--- src/rtl/draw_rect_pkg.sv ---
// Shared types and screen geometry for the rectangle sprite path.
package draw_rect_pkg;

  typedef enum logic [1:0] {
    IDLE,
    FALL,
    RISE,
    REST
  } rect_state_t;

  // Active screen area.
  localparam int H_ACTIVE = 1024;
  localparam int V_ACTIVE = 768;

  // Default sprite size, shared with draw_rect.
  localparam int DEF_RECT_WIDTH  = 48;
  localparam int DEF_RECT_HEIGHT = 64;

  // Datapath widths: screen coordinates, one-bit-wider sums, velocity magnitude.
  localparam int POS_W = 12;
  localparam int SUM_W = 13;
  localparam int VEL_W = 7;

endpackage

--- src/rtl/edge_rise.sv ---
// Registered rising-edge detector with synchronous active-low reset.
// After reset the input must be seen low once before an edge is reported,
// so a level already high during reset never yields a spurious pulse.
module edge_rise (
  input  logic clk,
  input  logic rst_n,
  input  logic din,
  output logic pulse
);

  logic din_q;
  logic armed;

  // Delay the input by one clock and arm once it has been observed low.
  always_ff @(posedge clk) begin
    if (!rst_n) begin
      din_q <= 1'b0;
      armed <= 1'b0;
    end else begin
      din_q <= din;
      armed <= armed | ~din;
    end
  end

  assign pulse = din & ~din_q & armed;

endmodule

--- src/rtl/draw_rect_ctl.sv ---
// Rectangle sprite position sequencer: follows the mouse while idle, and on a
// left click drops under gravity with damped floor bounces until it rests.
// Position advances once per frame on the rising edge of vblnk.
module draw_rect_ctl
  import draw_rect_pkg::*;
#(
  parameter int RECT_WIDTH  = DEF_RECT_WIDTH,
  parameter int RECT_HEIGHT = DEF_RECT_HEIGHT,
  parameter int X_MAX       = H_ACTIVE - RECT_WIDTH,
  parameter int FLOOR_Y     = V_ACTIVE - RECT_HEIGHT,
  parameter int G           = 1,
  parameter int V_MAX       = 63,
  parameter int DAMP_SHIFT  = 2,
  parameter int V_MIN       = 2
) (
  input  logic              clk,
  input  logic              rst_n,
  input  logic              vblnk,
  input  logic [POS_W-1:0]  mouse_xpos,
  input  logic [POS_W-1:0]  mouse_ypos,
  input  logic              mouse_left,
  output logic [POS_W-1:0]  r_xpos,
  output logic [POS_W-1:0]  r_ypos,
  output logic              busy,
  output logic              rest_pulse
);

  // Upper-bound saturation of a 13-bit sum into a screen coordinate.
  function automatic logic [POS_W-1:0] sat_hi(input logic [SUM_W-1:0] v,
                                              input logic [SUM_W-1:0] lim);
    return (v > lim) ? lim[POS_W-1:0] : v[POS_W-1:0];
  endfunction

  // Velocity saturation at V_MAX.
  function automatic logic [VEL_W-1:0] sat_vel(input logic [SUM_W-1:0] v);
    return (v > SUM_W'(V_MAX)) ? VEL_W'(V_MAX) : v[VEL_W-1:0];
  endfunction

  // Ceiling clamp: negative heights pin to row 0.
  function automatic logic [POS_W-1:0] sat_zero(input logic signed [SUM_W:0] v);
    return (v < 0) ? '0 : v[POS_W-1:0];
  endfunction

  rect_state_t              state;
  rect_state_t              state_next;
  logic [VEL_W-1:0]         vel;
  logic [VEL_W-1:0]         vel_next;
  logic [POS_W-1:0]         x_next;
  logic [POS_W-1:0]         y_next;
  logic                     tick;
  logic                     click;
  logic [VEL_W-1:0]         vn;
  logic [VEL_W-1:0]         vd;
  logic [SUM_W-1:0]         yn;
  logic signed [SUM_W:0]    yr;

  edge_rise u_vblnk_edge (
    .clk   (clk),
    .rst_n (rst_n),
    .din   (vblnk),
    .pulse (tick)
  );

  edge_rise u_left_edge (
    .clk   (clk),
    .rst_n (rst_n),
    .din   (mouse_left),
    .pulse (click)
  );

  // Next-state and next-position logic for one frame step.
  always_comb begin
    state_next = state;
    x_next     = r_xpos;
    y_next     = r_ypos;
    vel_next   = vel;

    // Falling step: accelerate, then advance downward.
    vn = sat_vel(SUM_W'(vel) + SUM_W'(G));
    yn = SUM_W'(r_ypos) + SUM_W'(vn);
    // Bounce loss applied to the impact speed.
    vd = vn - (vn >> DAMP_SHIFT);
    // Rising step: move up by the current speed, may go below row 0.
    yr = $signed({2'b00, r_ypos}) - $signed({7'b0000000, vel});

    unique case (state)
      IDLE: begin
        if (tick) begin
          x_next = sat_hi(SUM_W'(mouse_xpos), SUM_W'(X_MAX));
          y_next = sat_hi(SUM_W'(mouse_ypos), SUM_W'(FLOOR_Y));
        end
        if (click) begin
          state_next = FALL;
          vel_next   = '0;
        end
      end
      FALL: begin
        if (tick) begin
          if (yn < SUM_W'(FLOOR_Y)) begin
            y_next   = yn[POS_W-1:0];
            vel_next = vn;
          end else begin
            y_next = POS_W'(FLOOR_Y);
            if (vd < VEL_W'(V_MIN)) begin
              vel_next   = '0;
              state_next = REST;
            end else begin
              vel_next   = vd;
              state_next = RISE;
            end
          end
        end
      end
      RISE: begin
        if (tick) begin
          if (vel <= VEL_W'(G)) begin
            // Apex: speed spent, turn around without moving this frame.
            vel_next   = '0;
            state_next = FALL;
          end else begin
            y_next   = sat_zero(yr);
            vel_next = vel - VEL_W'(G);
          end
        end
      end
      REST: begin
        if (click) begin
          state_next = IDLE;
        end
      end
      default: begin
        state_next = IDLE;
      end
    endcase
  end

  // State register.
  always_ff @(posedge clk) begin
    if (!rst_n) begin
      state <= IDLE;
    end else begin
      state <= state_next;
    end
  end

  // Position, velocity and registered status decodes.
  always_ff @(posedge clk) begin
    if (!rst_n) begin
      r_xpos     <= '0;
      r_ypos     <= '0;
      vel        <= '0;
      busy       <= 1'b0;
      rest_pulse <= 1'b0;
    end else begin
      r_xpos     <= x_next;
      r_ypos     <= y_next;
      vel        <= vel_next;
      busy       <= (state_next == FALL) || (state_next == RISE);
      rest_pulse <= (state_next == REST) && (state != REST);
    end
  end

endmodule

--- config.mk ---
export PLATFORM = sky130hd
export DESIGN_NAME = draw_rect_ctl
export DESIGN_NICKNAME = d
export VERILOG_FILES = /design/src/rtl/draw_rect_pkg.sv /design/src/rtl/edge_rise.sv /design/src/rtl/draw_rect_ctl.sv
export SDC_FILE = /design/constraint.sdc
export NUM_CORES = 1
export LEC_CHECK = 0
export ABC_AREA = 1
export BUFFER_PORTS_ARGS = -buffer_cell sky130_fd_sc_hd__buf_4
export CAP_MARGIN = 25
export CORE_UTILIZATION = 58
export CTS_BUF_LIST = sky130_fd_sc_hd__clkbuf_16
export DETAILED_ROUTE_END_ITERATION = 12
export PLACE_DENSITY = 0.81
export SKIP_CTS_REPAIR_TIMING = 1
export SYNTH_ARGS = -nofsm -noshare
export SYNTH_HDL_FRONTEND = slang
export SYNTH_HIERARCHICAL = 1
export SYNTH_SLANG_ARGS = --single-unit
--- constraint.sdc ---
create_clock -name clk -period 4.5 [get_ports clk]
set_clock_uncertainty 0.2 [all_clocks]
set_input_delay 0 -clock clk [delete_from_list [all_inputs] [get_ports clk]]
set_output_delay 0 -clock clk [all_outputs]
set_load 0.02 [all_outputs]
Word-level counts from Yosys, hierarchy flattened
Cells that the tools add are included.
{ "op_classes": {"add_sub_neg": 5, "n_mux": 25, "magnitude_cmp": 7, "n_reduce_logical": 7, "n_bitwise": 10, "n_eq_ne": 12} }
{ "op_table": {"columns": ["operator", "n"], "rows": [
  ["2-to-1 mux 12 bit", 8],
  ["2-to-1 mux 7 bit", 7],
  ["case mux 12 bit (3 select lines)", 1],
  ["> comparator 12 x 10 -> 1 bit, second input constant", 2],
  ["case mux 7 bit (3 select lines)", 1],
  ["adder 12 x 7 -> 13 bit", 1],
  ["< comparator 13 x 1 -> 1 bit, second input constant", 1],
  ["< comparator 13 x 10 -> 1 bit, second input constant", 1],
  ["subtractor 12 x 7 -> 13 bit", 1],
  ["2-to-1 mux 2 bit", 6],
  ["inequality test 2 bit, second input constant", 6],
  ["adder 7 x 1 -> 8 bit, second input constant", 1],
  ["== test 2 bit, second input constant", 4],
  ["> comparator 8 x 6 -> 1 bit, second input constant", 1],
  ["case mux 2 bit (4 select lines)", 1],
  ["less-or-equal comparator 7 x 1 -> 1 bit, second input constant", 1],
  ["< comparator 7 x 2 -> 1 bit, second input constant", 1],
  ["subtractor 7 x 1 -> 7 bit, second input constant", 1],
  ["subtractor 7 x 5 -> 7 bit", 1],
  ["AND reduction 5 bit", 1],
  ["AND 1 bit", 4],
  ["== test 2 x 1 -> 1 bit, second input constant", 2],
  ["NOT 1 bit", 4],
  ["AND reduction 4 bit", 1],
  ["7 further kinds", 8]
]} }
{ "word_totals": {"input_bits": 28, "out_inout_bits": 26, "regBits": 39, "wordCells": 76} }

Depth between registers and ports, before layout
{ "logic_depth": {"depth_word": 11, "ltp_mapped": 29, "ltp_nobuf": 28} }

By module
Netlist, hierarchy kept.
{ "by_module_without_submodules": {"columns": ["module", "instances", "area_per_inst_um2", "cells_per_inst", "seq_area_each_um2"], "rows": [
  ["draw_rect_ctl", 1, 3480.8, 565, 700.7],
  ["edge_rise", 2, 67.6, 9, 40.0]
]} }

Least setup slack after synthesis
No wires, ideal clock.
{ "synth_path": {"kind": "register -> register", "from": "register vel[0]", "to": "register busy", "stages_incl_launch_ff": 27, "setup_ns": 0.109, "period_less_slack_ns": 3.637, "arrival_time_ns": 3.327, "n_path_buf": 0, "setup_slack_ns": 0.863, "required_time_ns": 4.191, "path_cell_list": "dfxtp_1 ha_1 nand3_1 nor3_1 nand2_1 nand2_1 inv_1 a21oi_1 inv_1 ha_1 nand2_1 nand3_2 inv_1 nor2_1 nor2_2 nand3_2 nor2_8 nand2_4 nand2_1 nand2_1 nand2_1 nand3_1 nand2_1 inv_1 ha_1 nand2_1 inv_1"} }
{ "synth_between": {"elab_cells_between_ends": 17, "classes_between": "add/sub (3); order compare (4); eq/ne (2); mux (7); reduce/logical (1)"} }
{ "synth_rtl": {"columns": ["item", "line", "source"], "rows": [
  ["start: declaration", "draw_rect_ctl.sv:46", "logic [VEL_W-1:0] vel;"],
  ["start signal: assignment", "draw_rect_ctl.sv:157", "vel <= vel_next;"],
  ["adder 7 x 1 -> 8 bit", "draw_rect_ctl.sv:79", "vn = sat_vel(SUM_W'(vel) + SUM_W'(G));"],
  ["> comparator 8 x 6 -> 1 bit", "draw_rect_ctl.sv:36", "return (v > SUM_W'(V_MAX)) ? VEL_W'(V_MAX) : v[VEL_W-1:0];"],
  ["2-to-1 mux 7 bit", "draw_rect_ctl.sv:36", null],
  ["adder 12 x 7 -> 13 bit", "draw_rect_ctl.sv:80", "yn = SUM_W'(r_ypos) + SUM_W'(vn);"],
  ["< comparator 13 x 10 -> 1 bit", "draw_rect_ctl.sv:99", "if (yn < SUM_W'(FLOOR_Y)) begin"],
  ["2-to-1 mux 2 bit", "draw_rect_ctl.sv:99", null],
  ["2-to-1 mux 2 bit", "draw_rect_ctl.sv:98", "if (tick) begin"],
  ["case mux 2 bit (4 select lines) (*)", "draw_rect_ctl.sv:86", "unique case (state)"],
  ["net state_next[1]", "draw_rect_ctl.sv:45", "rect_state_t state_next;"],
  ["== test 2 x 1 -> 1 bit / == test 2 bit (equally long branches)", "draw_rect_ctl.sv:158", "busy <= (state_next == FALL) || (state_next == RISE);"],
  ["logical OR 1 bit (*)", "draw_rect_ctl.sv:158", null],
  ["end signal: assignment", "draw_rect_ctl.sv:158", null],
  ["end: declaration", "draw_rect_ctl.sv:24", "output logic busy,"]
]} }
Mark *: on every way through the listed nets, which the timed path passes. The rest lies on a longest branch.
A chain may end at the register's enable or synchronous reset.

Worst setup path after layout
{ "layout_path": {"from": "register vel[1]", "to": "register busy"} }
{ "layout_between": {"elab_chain_len": 11, "elab_cells_between_ends": 17, "classes_between": "add/sub (3); order compare (4); eq/ne (2); mux (7); reduce/logical (1)"} }
{ "layout_lines": {"columns": ["item", "line"], "rows": [
  ["branches (longest 8 deep; another with adder 12 x 7 -> 13 bit)", null],
  ["case mux 2 bit (4 select lines) (*)", "draw_rect_ctl.sv:86"],
  ["net state_next[0]", "draw_rect_ctl.sv:45"],
  ["== test 2 x 1 -> 1 bit / == test 2 bit (equally long branches)", "draw_rect_ctl.sv:158"],
  ["logical OR 1 bit (*)", "draw_rect_ctl.sv:158"]
]} }
Mark *: on every way through the listed nets, which the timed path passes.

==> results.cfg <==
[outcome]
status = complete, but fails checks
violations = hold timing

[drt]
ant_nets = 0
dr.pass1.iters = 5
wl_per_cell_microns = 14.1
drc = 0
viasPerCell = 5.55
first_iter_violations = 232
num_vias = 4049
drt-total-wl_microns = 10300

[worst_setup_path]
worstSetupPathDepth = 26
crit_buf_inv = 4
ff2ff_path_depth = 26
crit_top_cell = nand2_1
reg2reg_from = vel[1]$_SDFFE_PN0P_
cp_slowest_stage_delay_ps = 400
crit_type = reg2reg
crit_start = vel[1]$_SDFFE_PN0P_
crit_path_start_kind = register
cp-end-kind = register
cp_max_fo = 15
required_ps = 4490
slowest_stage = dfxtp_1
r2r_slack_ps = 380
arrival_ps = 4110
cp_top_family = simple AND/OR/NAND/NOR gates

[logic_synthesis]
synth_area_leaders = dfxtp_1 22%, nand2_1 18%, ha_1 10%
synth_nets = 643
yosys_warnings = 6
avgSynthCellArea_sq_um = 6.20
synth_seq_cells = 39
synth.top_cell.area_share = 0.216
ys_seq_area_frac = 0.216
postSynthCellCount = 583
yosys.area.top_type = dfxtp_1
syn-cell-area_sq_um = 3620
synth_cell_type_count = 39

[finish]
area_growth_pct = 23.0
mostFrequentLayoutCells = 169 x nand2_1, 71 x inv_1, 60 x a21oi_1
antennaDiodeCount = 0
final_common_cell = nand2_1
nets = 714
drive_gt1_frac = 0.134

[timing]
holdWs_ps = -55.0
fin_crit_sh = 0.916
slew_violations = 0
rsz0062_at_grt = no
tightest_slew_ps = 770
clock.fmax_mhz = 243
relSlewSlack = 0.486
setup_viol = 0
tns_ps = 0
min_period_ps = 4120
setup_ws_ps = 377
hold_viol_final = 3

[pwr]
powerDensity_nw_per_um2 = 341
ir_worst_vdd_mv = 0.250
leakagePower_nw = 2.26

[global_route]
antenna_found_initial = 0
grt_max_degree = 23
grt_use_total = 0.304
grt_pass1_vias = 3597
grt-ovfl-total = 0
grt_pass1_wl_microns = 15600

[floorplanning]
pin_count = 54
dieArea_sq_um = 6550
fp.dieW_microns = 81.0
die_y_microns = 81.0
initial_core_util = 0.607
core_area_sq_um = 5960
rows = 28

[hold_path]
min_path_cells = 5
hold_start = mouse_ypos[9]
hold_class = in2reg

[clocking]
clockBufferDepth = 2
clk_pin_slew_ps = 60
cts_tree = done
cts.sinks = 39
htree_num_levels = 2
clockRootBuffer = clkbuf_16
worstSkewPairLatency_ps = 280
numCtsBuffers = 5

[place]
pre_cts_slack_ps = 391
dpl.hpwl_microns = 7340
gp_congestion = 0.970
port_buffers = 53

[job]
maxCapViolations = 0
[cell type report]
cell class | instances | area (sq um)
clock inverter | 3 | 42.5
sequential | 39 | 782
tap | 75 | 93.8
timing repair buffer | 78 | 646
fill | 488 | 1510
multi-input combinational | 456 | 2480
inverter | 74 | 278
clock buffer | 5 | 125
[layer usage]
metal,up-vias,global-route usage,wire length [microns]
met4,0,0.109,284
met5,-,0,0
met2,174,0.517,4790
met3,24,0.0640,732
met1,1823,0.376,4500
li1,2028,-,-
[worst register-to-register path: cells and delay by family, from the launching register on]
family | cells | cell delay (ps)
buffers and inverters | 4 | 310
AO/OA/AOI/OAI | 2 | 460
AND/OR/NAND/NOR | 17 | 1820
adder cells (fa/ha/maj) | 3 | 820
flip-flops | 1 | 400
[worst paths after layout]
kind                        endpoint
max                  busy$_SDFF_PN0_
min           r_ypos[9]$_SDFFE_PN0P_
max reg2reg          busy$_SDFF_PN0_
min reg2reg  r_xpos[11]$_SDFFE_PN0P_
[stage by stage]
step	total power [mW]	util	cell area, sq um	std cells
3_3_place_gp	1.06	0.678	4040	698
6_report	1.52	0.747	4450	730
3_5_place_dp	1.07	0.678	4040	698
5_1_grt	1.63	0.747	4450	730
4_1_cts	1.48	0.706	4210	706
2_1_floorplan	0.900	-	3620	583
[cells in the mapped netlist (all sizes together)]
| cell type | count |
|---|---|
| nor3 | 8 |
| o21bai | 1 |
| xor2 | 16 |
| fa | 3 |
| nand2 | 177 |
| o31ai | 1 |
| or2 | 2 |
| o211ai | 1 |
| dfxtp | 39 |
| and2 | 1 |
| nand4 | 8 |
| conb | 2 |
| inv | 74 |
| or4 | 1 |
| a32oi | 1 |
| a31oi | 3 |
| a311oi | 1 |
| buf | 7 |
| nand3 | 51 |
| xnor2 | 2 |
| o21a | 1 |
| nor2 | 56 |
| a21boi | 1 |
| ha | 29 |
| a21oi | 63 |
| a21o | 1 |
| o21ai | 26 |
| clkbuf | 7 |
[state kept, by name, indices dropped and copies added, names as in the netlist]
signal	flops
busy	1
r_xpos	12
r_ypos	12
rest_pulse	1
state	2
u_left_edge/armed	1
u_left_edge/din_q	1
u_vblnk_edge/armed	1
u_vblnk_edge/din_q	1
vel	7
[report_power, final]
| part | internal (mW) | switching, mW |
|---|---|---|
| logic | 0.242 | 0.444 |
| clock network | 0.262 | 0.150 |
| registers | 0.382 | 0.0392 |
[logic make-up (layout without fill, tap and decap cells)]
kind of cell             after synthesis  after routing  share of synthesized area
flip-flops                            39             39                      0.216
AO/OA/AOI/OAI                        100            100                      0.152
adder cells (fa/ha/maj)               32             32                      0.117
XOR/XNOR                              18             18                     0.0488
other                                  2              2                    0.00208
buffers and inverters                 88            160                     0.0979
AND/OR/NAND/NOR                      304            304                      0.366
No activity file was read; power rests on OpenSTA's default activity.
